`src/rtl/reg_write_arbiter.sv`:
```
// rtl/reg_write_arbiter.sv - round-robin write arbiter for the register bank write port (optional burst lock: ARB_LOCK_EN)
module reg_write_arbiter #(
  parameter int NUM_REQ  = 4,
  parameter int ADDR_W   = 4,
  parameter int DATA_W   = 16,
  parameter int MAX_LOCK = 8
) (
  input  logic                      inClk,
  input  logic                      inClr,
  input  logic [NUM_REQ-1:0]        inReq,
  input  logic [NUM_REQ*ADDR_W-1:0] inAddr,
  input  logic [NUM_REQ*DATA_W-1:0] inData,
  input  logic [NUM_REQ-1:0]        inLock,
  output logic [NUM_REQ-1:0]        outGnt,
  output logic                      outWrEn,
  output logic [ADDR_W-1:0]         outWrAddr,
  output logic [DATA_W-1:0]         outWrData,
  output logic                      outLocked
);

  localparam int IDX_W = (NUM_REQ > 1) ? $clog2(NUM_REQ) : 1;
  localparam logic [IDX_W-1:0] LAST_REQ = IDX_W'(NUM_REQ - 1);

  typedef enum logic {
    IDLE   = 1'b0,
    LOCKED = 1'b1
  } stateT;

  stateT            state;
  stateT            stateNxt;
  logic [IDX_W-1:0] lastIdx;
  logic [IDX_W-1:0] lastIdxNxt;

  // Round-robin search result
  logic             found;
  logic [IDX_W-1:0] winIdx;
  int               rrIdx;

  // Grant selection for the coming edge
  logic             doGrant;
  logic             arbitrate;
  logic [IDX_W-1:0] selIdx;

  logic [NUM_REQ-1:0] gntNxt;
  logic               wrEnNxt;
  logic [ADDR_W-1:0]  wrAddrNxt;
  logic [DATA_W-1:0]  wrDataNxt;

`ifdef ARB_LOCK_EN
  localparam logic [7:0] LOCK_MAX = 8'(MAX_LOCK);
  logic [7:0] lockCnt;
  logic [7:0] lockCntNxt;
`else
  // Lock inputs have no effect in this build; keep them visibly consumed.
  logic unusedLock;
  assign unusedLock = ^{inLock, 8'(MAX_LOCK)};
`endif

  // Find the first requester after the last winner, wrapping around
  always_comb begin
    found  = 1'b0;
    winIdx = lastIdx;
    rrIdx  = 0;
    for (int j = 1; j <= NUM_REQ; j++) begin
      rrIdx = (int'(lastIdx) + j) % NUM_REQ;
      if (!found && inReq[IDX_W'(rrIdx)]) begin
        found  = 1'b1;
        winIdx = IDX_W'(rrIdx);
      end
    end
  end

  // Next-state, pointer, lock count and registered-output values
  always_comb begin
    stateNxt   = state;
    lastIdxNxt = lastIdx;
    doGrant    = 1'b0;
    arbitrate  = 1'b0;
    selIdx     = lastIdx;
`ifdef ARB_LOCK_EN
    lockCntNxt = lockCnt;
`endif

    case (state)
      IDLE: arbitrate = 1'b1;
`ifdef ARB_LOCK_EN
      LOCKED: begin
        if (lockCnt == LOCK_MAX) begin
          // Burst exhausted: this edge is an ordinary round-robin edge
          // starting after the owner, so the owner ranks lowest.
          stateNxt  = IDLE;
          arbitrate = 1'b1;
        end else begin
          // Only the owner can write; an owner idle cycle still uses up
          // one slot of the burst.
          if (inReq[lastIdx]) begin
            doGrant = 1'b1;
            selIdx  = lastIdx;
          end
          if (!inLock[lastIdx]) begin
            stateNxt = IDLE;
          end else begin
            lockCntNxt = lockCnt + 8'd1;
          end
        end
      end
`endif
      default: stateNxt = IDLE;
    endcase

    if (arbitrate && found) begin
      doGrant    = 1'b1;
      selIdx     = winIdx;
      lastIdxNxt = winIdx;
`ifdef ARB_LOCK_EN
      if (inLock[winIdx]) begin
        stateNxt   = LOCKED;
        lockCntNxt = 8'd1;
      end
`endif
    end

    // Address/data hold their last value when no write is issued.
    gntNxt    = '0;
    wrEnNxt   = doGrant;
    wrAddrNxt = outWrAddr;
    wrDataNxt = outWrData;
    for (int i = 0; i < NUM_REQ; i++) begin
      if (doGrant && (selIdx == IDX_W'(i))) begin
        gntNxt[i] = 1'b1;
        wrAddrNxt = inAddr[i*ADDR_W +: ADDR_W];
        wrDataNxt = inData[i*DATA_W +: DATA_W];
      end
    end
  end

  // State, pointer and write-port registers; reset drops any in-flight write
  always_ff @(posedge inClk or posedge inClr) begin
    if (inClr) begin
      state     <= IDLE;
      lastIdx   <= LAST_REQ;
      outGnt    <= '0;
      outWrEn   <= 1'b0;
      outWrAddr <= '0;
      outWrData <= '0;
    end else begin
      state     <= stateNxt;
      lastIdx   <= lastIdxNxt;
      outGnt    <= gntNxt;
      outWrEn   <= wrEnNxt;
      outWrAddr <= wrAddrNxt;
      outWrData <= wrDataNxt;
    end
  end

`ifdef ARB_LOCK_EN
  // Burst length counter, meaningful only while LOCKED
  always_ff @(posedge inClk or posedge inClr) begin
    if (inClr) begin
      lockCnt <= 8'd0;
    end else begin
      lockCnt <= lockCntNxt;
    end
  end

  assign outLocked = (state == LOCKED);
`else
  assign outLocked = 1'b0;
`endif

endmodule
```
`config.mk`:
```
export PLATFORM = sky130hd
export DESIGN_NAME = reg_write_arbiter
export DESIGN_NICKNAME = d
export VERILOG_FILES = /design/src/rtl/reg_write_arbiter.sv
export SDC_FILE = /design/constraint.sdc
export NUM_CORES = 1
export LEC_CHECK = 0
export ABC_AREA = 1
export ABC_CLOCK_PERIOD_IN_PS = 2300
export CAP_MARGIN = 20
export CORE_MARGIN = 2
export CORE_UTILIZATION = 40
export DETAILED_ROUTE_END_ITERATION = 16
export PLACE_DENSITY = 0.83
export SKIP_LAST_GASP = 1
export SLEW_MARGIN = 15
export SYNTH_ARGS = -nofsm -noshare
export SYNTH_HDL_FRONTEND = slang
export SYNTH_SLANG_ARGS = --single-unit
```
`constraint.sdc`:
```
create_clock -name inClk -period 2.3 [get_ports inClk]
set_clock_uncertainty 0.05 [all_clocks]
set_input_delay 0.46 -clock inClk [delete_from_list [all_inputs] [get_ports inClk]]
set_output_delay 0.46 -clock inClk [all_outputs]
set_load 0.02 [all_outputs]
```
# Word level (Yosys, flattened, before mapping)
# Index checks and enable logic that the tools add are counted.
# word_totals
ff_bits	27
latchBits	0
mem_bits_rw	0
mem_bits_ro	0
in_bits	90
output_inout_bits	26
memories	0
# classes
addsub	4
n_mul	0
div	0
order_cmp	4
n_eq_ne	3
n_shift	0
muxes	34
n_bitwise	0
reduce_logical	12
# op_table
op	count
$mux W16	4
$mux W1	17
$lt A2 B4 Y1 const B	4
$mux W4	4
$mux W2	5
$bmux W1 S2	4
$logic_and A1 B1 Y1	7
$add A2 B1 Y2 const B	2
$add A2 B2 Y2 const B	2
$eq A2 B2 Y1 const B	2
$reduce_bool A4 Y1	1
$logic_not A1 Y1	3
$eq A2 B1 Y1 const B	1
$logic_not A2 Y1	1

# Logic depth before layout (Yosys ltp)
# Gate-level depths: netlist of run 1.
# depth
ltp_word	21
depth_mapped	18
depth_no_buf	16

# Worst setup path after synthesis of run 1
# Ideal clock, no wire load.
# synth_path
path_kind	register to register
from	register lastIdx[0]
to	register outWrAddr[0]
setup_ns	0.117
t_arrival_ns	1.801
required_ns	2.133
setup_slack_ns	0.332
path_stages_with_launch	18
synth_period_minus_slack_ns	1.968
path_cell_list	dfstp_2 -> buf_4 -> inv_4 -> nand2_1 -> nand2_2 -> nand2_1 -> nand2_1 -> nand2_2 -> nand2_1 -> nand2_1 -> nand2_1 -> nor2_4 -> buf_2 -> nand3_1 -> nand3_1 -> nand2_1 -> nand2_1 -> nand2_1
# synth_via
elab_chain_cells	20
# synth_lines
element	line	source
start: declaration	31	logic [IDX_W-1:0] lastIdx;
start signal: assignment	148	lastIdx <= lastIdxNxt;
$add A2 B1 Y2	65	rrIdx = (int'(lastIdx) + j) % NUM_REQ;
$bmux W1 S2	66	if (!found && inReq[IDX_W'(rrIdx)]) begin
$mux W1 (not written as such) (2 in series)	66	
$mux W1	66	
$logic_not A1 Y1	66	
$logic_and A1 B1 Y1	66	
$mux W1	66	
$logic_not A1 Y1	66	
$logic_and A1 B1 Y1	66	
$mux W1	66	
$logic_not A1 Y1	66	
$logic_and A1 B1 Y1	66	
$mux W2 / $mux W1 (equally long branches)	66	
$mux W2	--	
$eq A2 B1 Y1	129	if (doGrant && (selIdx == IDX_W'(i))) begin
$logic_and A1 B1 Y1	129	
$mux W4 (3 in series)	129	
end signal: assignment	151	outWrAddr <= wrAddrNxt;
end: declaration	16	output logic [ADDR_W-1:0] outWrAddr,
# Several ways; a longest one is shown, not always the timed one. The select of a mux whose other input is x is not followed.
# A chain may end at the register's enable or synchronous reset.

# Final worst setup path of run 1
# Ends and elaborated chain as after synthesis.

==> impl_metrics.toml, run 1 <==
[sta]
final_hold_viol_count = 0
setup_viol = 0
drv_slew = 0
fmax_ghz = 0.4396
holdWs_ps = 431.1
tns_ps = 0
rsz0062_at_grt = "yes"
min_period_ps = 2275
fin_crit_sh = 0.9892
timing.final.ws_setup_ps = 24.95

[floorplanning]
num_rows = 26
die_x_um = 77.37
fp.dieH_um = 77.37
die_area_um2 = 5986
start_util = 0.4189
core_um2 = 5140
pin_count = 116

[finish]
fin_nets = 568
fin_util = 0.7196
diodes = 0
drive_above_1_share = 0.1656
stdcell_area_um2 = 3699
fillers = 457
final_cells = 547
area_delta_synth_final_pct = 71.76
layout_common_cells = "nand2_1 (114), clkdlybuf4s50_1 (110), inv_1 (65)"
layout_commonest_cell = "nand2_1"

[min_path]
hold_path_class = "flop to flop"
hold-path-endpoint = "outWrData[9]"
hp-start = "outWrData[9]"
hold_depth = 2

[yosys]
yosys_warnings = 0
synth_cell_types = 22
seq_area_frac_synth = 0.3149
syn-cell-area_um2 = 2153
synth_fp_nets = 443
syn_inst = 353
synth_seq_cells = 27
syn_avg_cell_area_um2 = 6.100

[placed_design]
gp_congestion = 0.8278
dp_hpwl_um = 5239
placed_area_um2 = 3421
place_ws_ps = -143.4
placed_cells = 533
port_buffers = 110

[global_route]
grt_use_met2 = 0.4035
top_usage_layer = "met2"
grt_overflow_total = 0
grt_pass1_wl_um = 11450
use_met1 = 0.2919
grt_max_degree = 29
antenna_found_initial = 0
track_usage = 0.2318
grt_pass1_vias = 2558
use_met3 = 0.04419

[clocking]
cts_buffer_depth = 2
htree_num_levels = 1
cts_hold_buf = 0
cts_buffers = 3
cts_tree = "built"
insertion_delay_ps = 270
clk_pin_slew_ps = 100
root_buffer = "clkbuf_8"
clkSinkCount = 27

[worst_setup_path]
crit_path_start_kind = "flop"
cp_cell_sequence = "inv_4, nand2_1, nand3_2, nand2_4, nand2_2, nand2_1, nand2_1, nand2_1, nand2_4, inv_4, nand2_1, buf_4, nand3_1, nand2_1, nand2_1, nand2_1"
worstSetupPathType = "flop to flop"
end_kind = "flop"
cpMostUsedCell = "nand2_1"
reg2reg_slack_ps = 20
crit_required_ps = 2420
arrival_ps = 2400
slowest_stage = "dfstp_2"
crit_family = "simple AND/OR/NAND/NOR gates"
regToRegEndpoint = "outWrAddr[0]"
worstPathMaxFanout = 11
slowest_delay_ps = 650
rr_worst_depth = 16
worstReg2RegStart = "lastIdx[0]"
crit_buf_inv = 3
crit_start = "lastIdx[0]"

[drt]
ant_nets = 0
wl_per_cell_um = 13.37
firstDrtPassIters = 4
drtIter0Drc = 199
drt-total-wl_um = 7313
via_per_inst = 4.909
routed-via-count = 2685
drc = 0

[run_status]
status = "complete, no violations"

[power_and_ir_drop]
powerDensity_nw_per_um2 = 2043
ir_drop_uv = 1059
p_total_mw = 7.555
p_leak_nw = 1.915

[flow_run]
max_cap_viol_count = 0
final cells by class:
cell class	instances	area [µm²]	area share
multi-input cells	234	1184	0.3200
inverters	70	267.8	0.07240
well taps	70	87.58	0.02368
clock buffers	3	41.29	0.01116
repair buffers	142	1433	0.3873
flip-flops and latches	27	678.2	0.1834
clock inverters	1	7.507	0.002030
synthesized netlist by cell type:
| cell | n | area, µm² |
|---|---|---|
| nor2_1 | 2 | 7.510 |
| inv_2 | 4 | 15.01 |
| nand2_2 | 7 | 43.79 |
| buf_4 | 8 | 60.06 |
| dfrtp_1 | 25 | 625.6 |
| dfstp_2 | 2 | 52.55 |
| buf_2 | 9 | 45.04 |
| nor2_2 | 1 | 6.260 |
| nand2_1 | 131 | 491.7 |
| nand4_1 | 1 | 6.260 |
| o211ai_1 | 20 | 150.1 |
| nor2_4 | 2 | 22.52 |
| a21oi_1 | 20 | 100.1 |
| inv_1 | 65 | 244.0 |
| nand3_1 | 46 | 230.2 |
| nor3_1 | 1 | 5.000 |
| buf_1 | 1 | 3.750 |
| nand4_2 | 1 | 12.51 |
| clkbuf_1 | 4 | 15.01 |
| a31oi_1 | 1 | 6.260 |
| inv_4 | 1 | 6.260 |
| conb_1 | 1 | 3.750 |
logic make-up (layout without fill, tap and decap cells):
logic type / count (synthesis) / after routing / synth area share
flops: 27 / 27 / 0.3149
compound gates: 41 / 41 / 0.1191
buf+inv: 92 / 216 / 0.1807
simple gates: 192 / 192 / 0.3835
other cells: 1 / 1 / 0.001742
what timing repair did:
item                                    in CTS  in global routing
endpoints found under the setup margin       0                 20
buffers inserted                             0                  7
resized for setup                            0                 34
worst min-delay path: stages, from the launching register on:
cell	delay, ps
dfrtp_1	350
nand2_1	50
nand2_1	50
per-layer routing:
| layer | wire, µm | part of all wire |
|---|---|---|
| met3 | 491 | 0.067 |
| met4 | 144 | 0.020 |
| met5 | 0 | 0 |
| met1 | 3071 | 0.42 |
| met2 | 3606 | 0.49 |
power breakdown:
part           switching, mW  internal [mW]  leakage (nW)  total (mW)
Combinational           3.50           2.82          1.58        6.32
Sequential             0.155          0.800         0.314       0.955
Clock                  0.154          0.123        0.0217       0.277
Total                   3.81           3.74          1.91        7.55
state kept, by name, summed over array words and instances (netlist names):
register	flops
outWrAddr	4
lastIdx	2
outGnt	4
outWrData	16
outWrEn	1
worst max path at each step:
| stage | endpoint | cells past startpoint | slack, ps |
|---|---|---|---|
| floorplan | outWrAddr[0] | 17 | 330 |
| global placement | outWrAddr[0] | 17 | -70 |
| detailed placement | outWrAddr[3] | 16 | -140 |
| CTS | outWrAddr[0] | 16 | 50 |
| global route | outWrData[14] | 16 | -100 |
| finish | outWrAddr[0] | 16 | 20 |
Power figures use the tool's default switching activity.
==> run 2, diff against run 1 <==
- ABC_CLOCK_PERIOD_IN_PS: 2300 -> 2900
- clock period: 2.3 -> 2.9 ns (I/O delays scaled with it)
==> impl_metrics.toml, run 2 (synthesis gave the netlist of run 1 again) <==
[worst_setup_path]
regToRegEndpoint = "outWrAddr[0]"
worstReg2RegStart = "lastIdx[0]"
arrival_ps = 2510
crit_buf_inv = 3
rr_worst_depth = 16
slowest_delay_ps = 480
crit_family = "buffers and inverters"
reg2reg_slack_ps = 590
crit_required_ps = 3010
cp_cell_sequence = "clkdlybuf4s50_1, nand2_1, nand2_1, nand2_1, nand2_1, nand2_2, nand2_1, nand2_1, nand2_1, nand2_2, buf_4, nor2_2, buf_4, a21oi_1, nand2_1, nand2_1"
end_kind = "flop"
worstSetupPathType = "input port to flop"
crit_path_start_kind = "input port"
worstPathMaxFanout = 21
slowest_stage = "clkdlybuf4s50_1"
cpMostUsedCell = "nand2_1"

[global_route]
grt_max_degree = 29
grt_pass1_vias = 2534
antenna_found_initial = 0
grt_overflow_total = 0
track_usage = 0.2359
grt_pass1_wl_um = 11610

[clocking]
cts_resized = 0
cts_buffer_depth = 2
post_cts_buffers = 0
clkSinkCount = 27
htree_num_levels = 1
cts_hold_buf = 0
cts_buffers = 3
cts_tree = "built"
clk_pin_slew_ps = 90
root_buffer = "clkbuf_8"
insertion_delay_ps = 260

[finish]
reg_top3 = "outWrData: 16 flops, outGnt: 4 flops, outWrAddr: 4 flops"
largest-register = "outWrData"
layout_commonest_cell = "nand2_1"
area_delta_synth_final_pct = 56.25
layout_common_cells = "nand2_1 (131), clkdlybuf4s50_1 (110), inv_1 (65)"
multi_input_area_um2 = 1086
drive_above_1_share = 0.07642
largest_register_ffs = 16
register_area_um2 = 678.2
diodes = 0
fin_nets = 549
fin_util = 0.6546
fillers = 472

[power_and_ir_drop]
ir_drop_uv = 753.8
p_sw_mw = 2.705
power.internal_mw = 2.250
combPwrFrac = 0.802
powerDensity_nw_per_um2 = 1473
pwr-share-seq = 0.154
swShare = 0.5459
pwr-share-clk = 0.044
p_leak_nw = 1.768
p_total_mw = 4.954

[sta]
rsz0062_at_grt = "no"
fin_crit_sh = 0.8243
drv_slew = 0
final_hold_viol_count = 0
setup_viol = 0
tns_ps = 0
maxSlewHeadroom = 0.5406
min_period_ps = 2390
fmax_ghz = 0.4183
holdWs_ps = 439.9
worstMarginPinSlew_ps = 688.3

[drt]
drc = 0
drtIter0Drc = 120
routed-via-count = 2570
via_per_inst = 4.867
wl_per_cell_um = 12.86
drt-total-wl_um = 6789
ant_nets = 0
firstDrtPassIters = 4

[min_path]
hold-path-endpoint = "outWrData[2]"
hold_path_class = "flop to flop"
hp-start = "outWrData[2]"
hold_depth = 2

[floorplanning]
fp.dieH_um = 77.37
num_rows = 26
start_util = 0.4189
die_area_um2 = 5986
core_um2 = 5140
pin_count = 116
die_x_um = 77.37

[flow_run]
max_cap_viol_count = 0

[placed_design]
dp_hpwl_um = 5236
gp_congestion = 0.7732
port_buffers = 110

[run_status]
status = "complete, no violations"
## run 2: metrics by stage
step | setup slack [ps] | area (µm²) | instances
floorplan | 932.4 | 2153 | 353
global placement | 284.2 | 3316 | 524
detailed placement | 223.0 | 3316 | 524
CTS | 516.4 | 3364 | 528
global route | 315.4 | 3364 | 528
finish | 509.6 | 3364 | 528
## run 2: final cells by class
type                    instances  share of cell area
well taps                      70             0.02603
inverters                      70             0.07884
multi-input cells             234              0.3228
flip-flops and latches         27              0.2016
clock inverters                 1            0.002231
repair buffers                123              0.3563
clock buffers                   3             0.01227
## run 2: worst reg2reg max path: cells and delay by family, from the launching register on
family / cells / cell delay (ps)
AND/OR/NAND/NOR: 15 / 1500
flip-flops: 1 / 650
buffers and inverters: 1 / 80
## run 2: power groups by stage
stage | Clock, mW | Sequential [mW] | Combinational [mW]
5_1_grt | 0.239 | 0.784 | 4.50
2_1_floorplan | 0 | 0.943 | 2.63
6_report | 0.218 | 0.761 | 3.98
4_1_cts | 0.221 | 0.757 | 3.99
3_3_place_gp | 0 | 0.756 | 3.86
3_5_place_dp | 0 | 0.758 | 3.99
## run 2: metal layers
layer	vias to the layer above	global-route usage	wire length (µm)
li1	1295	-	-
met1	1157	0.2916	2869
met2	112	0.4322	3359
met3	6	0.04302	505
met4	0	0.04107	55
met5	-	0	0
## run 2: worst max path at each step
stage | from | to | slack [ps] | depth (start not counted)
final | inReq[2] | outWrAddr[2] | 510 | 16
after global routing | inReq[2] | outWrData[10] | 320 | 11
after CTS | inReq[2] | outWrAddr[0] | 520 | 17
after detailed placement | inReq[2] | outWrAddr[0] | 220 | 17
after global placement | inReq[0] | outWrAddr[0] | 280 | 17
after floorplan | lastIdx[0] | outWrAddr[0] | 930 | 17
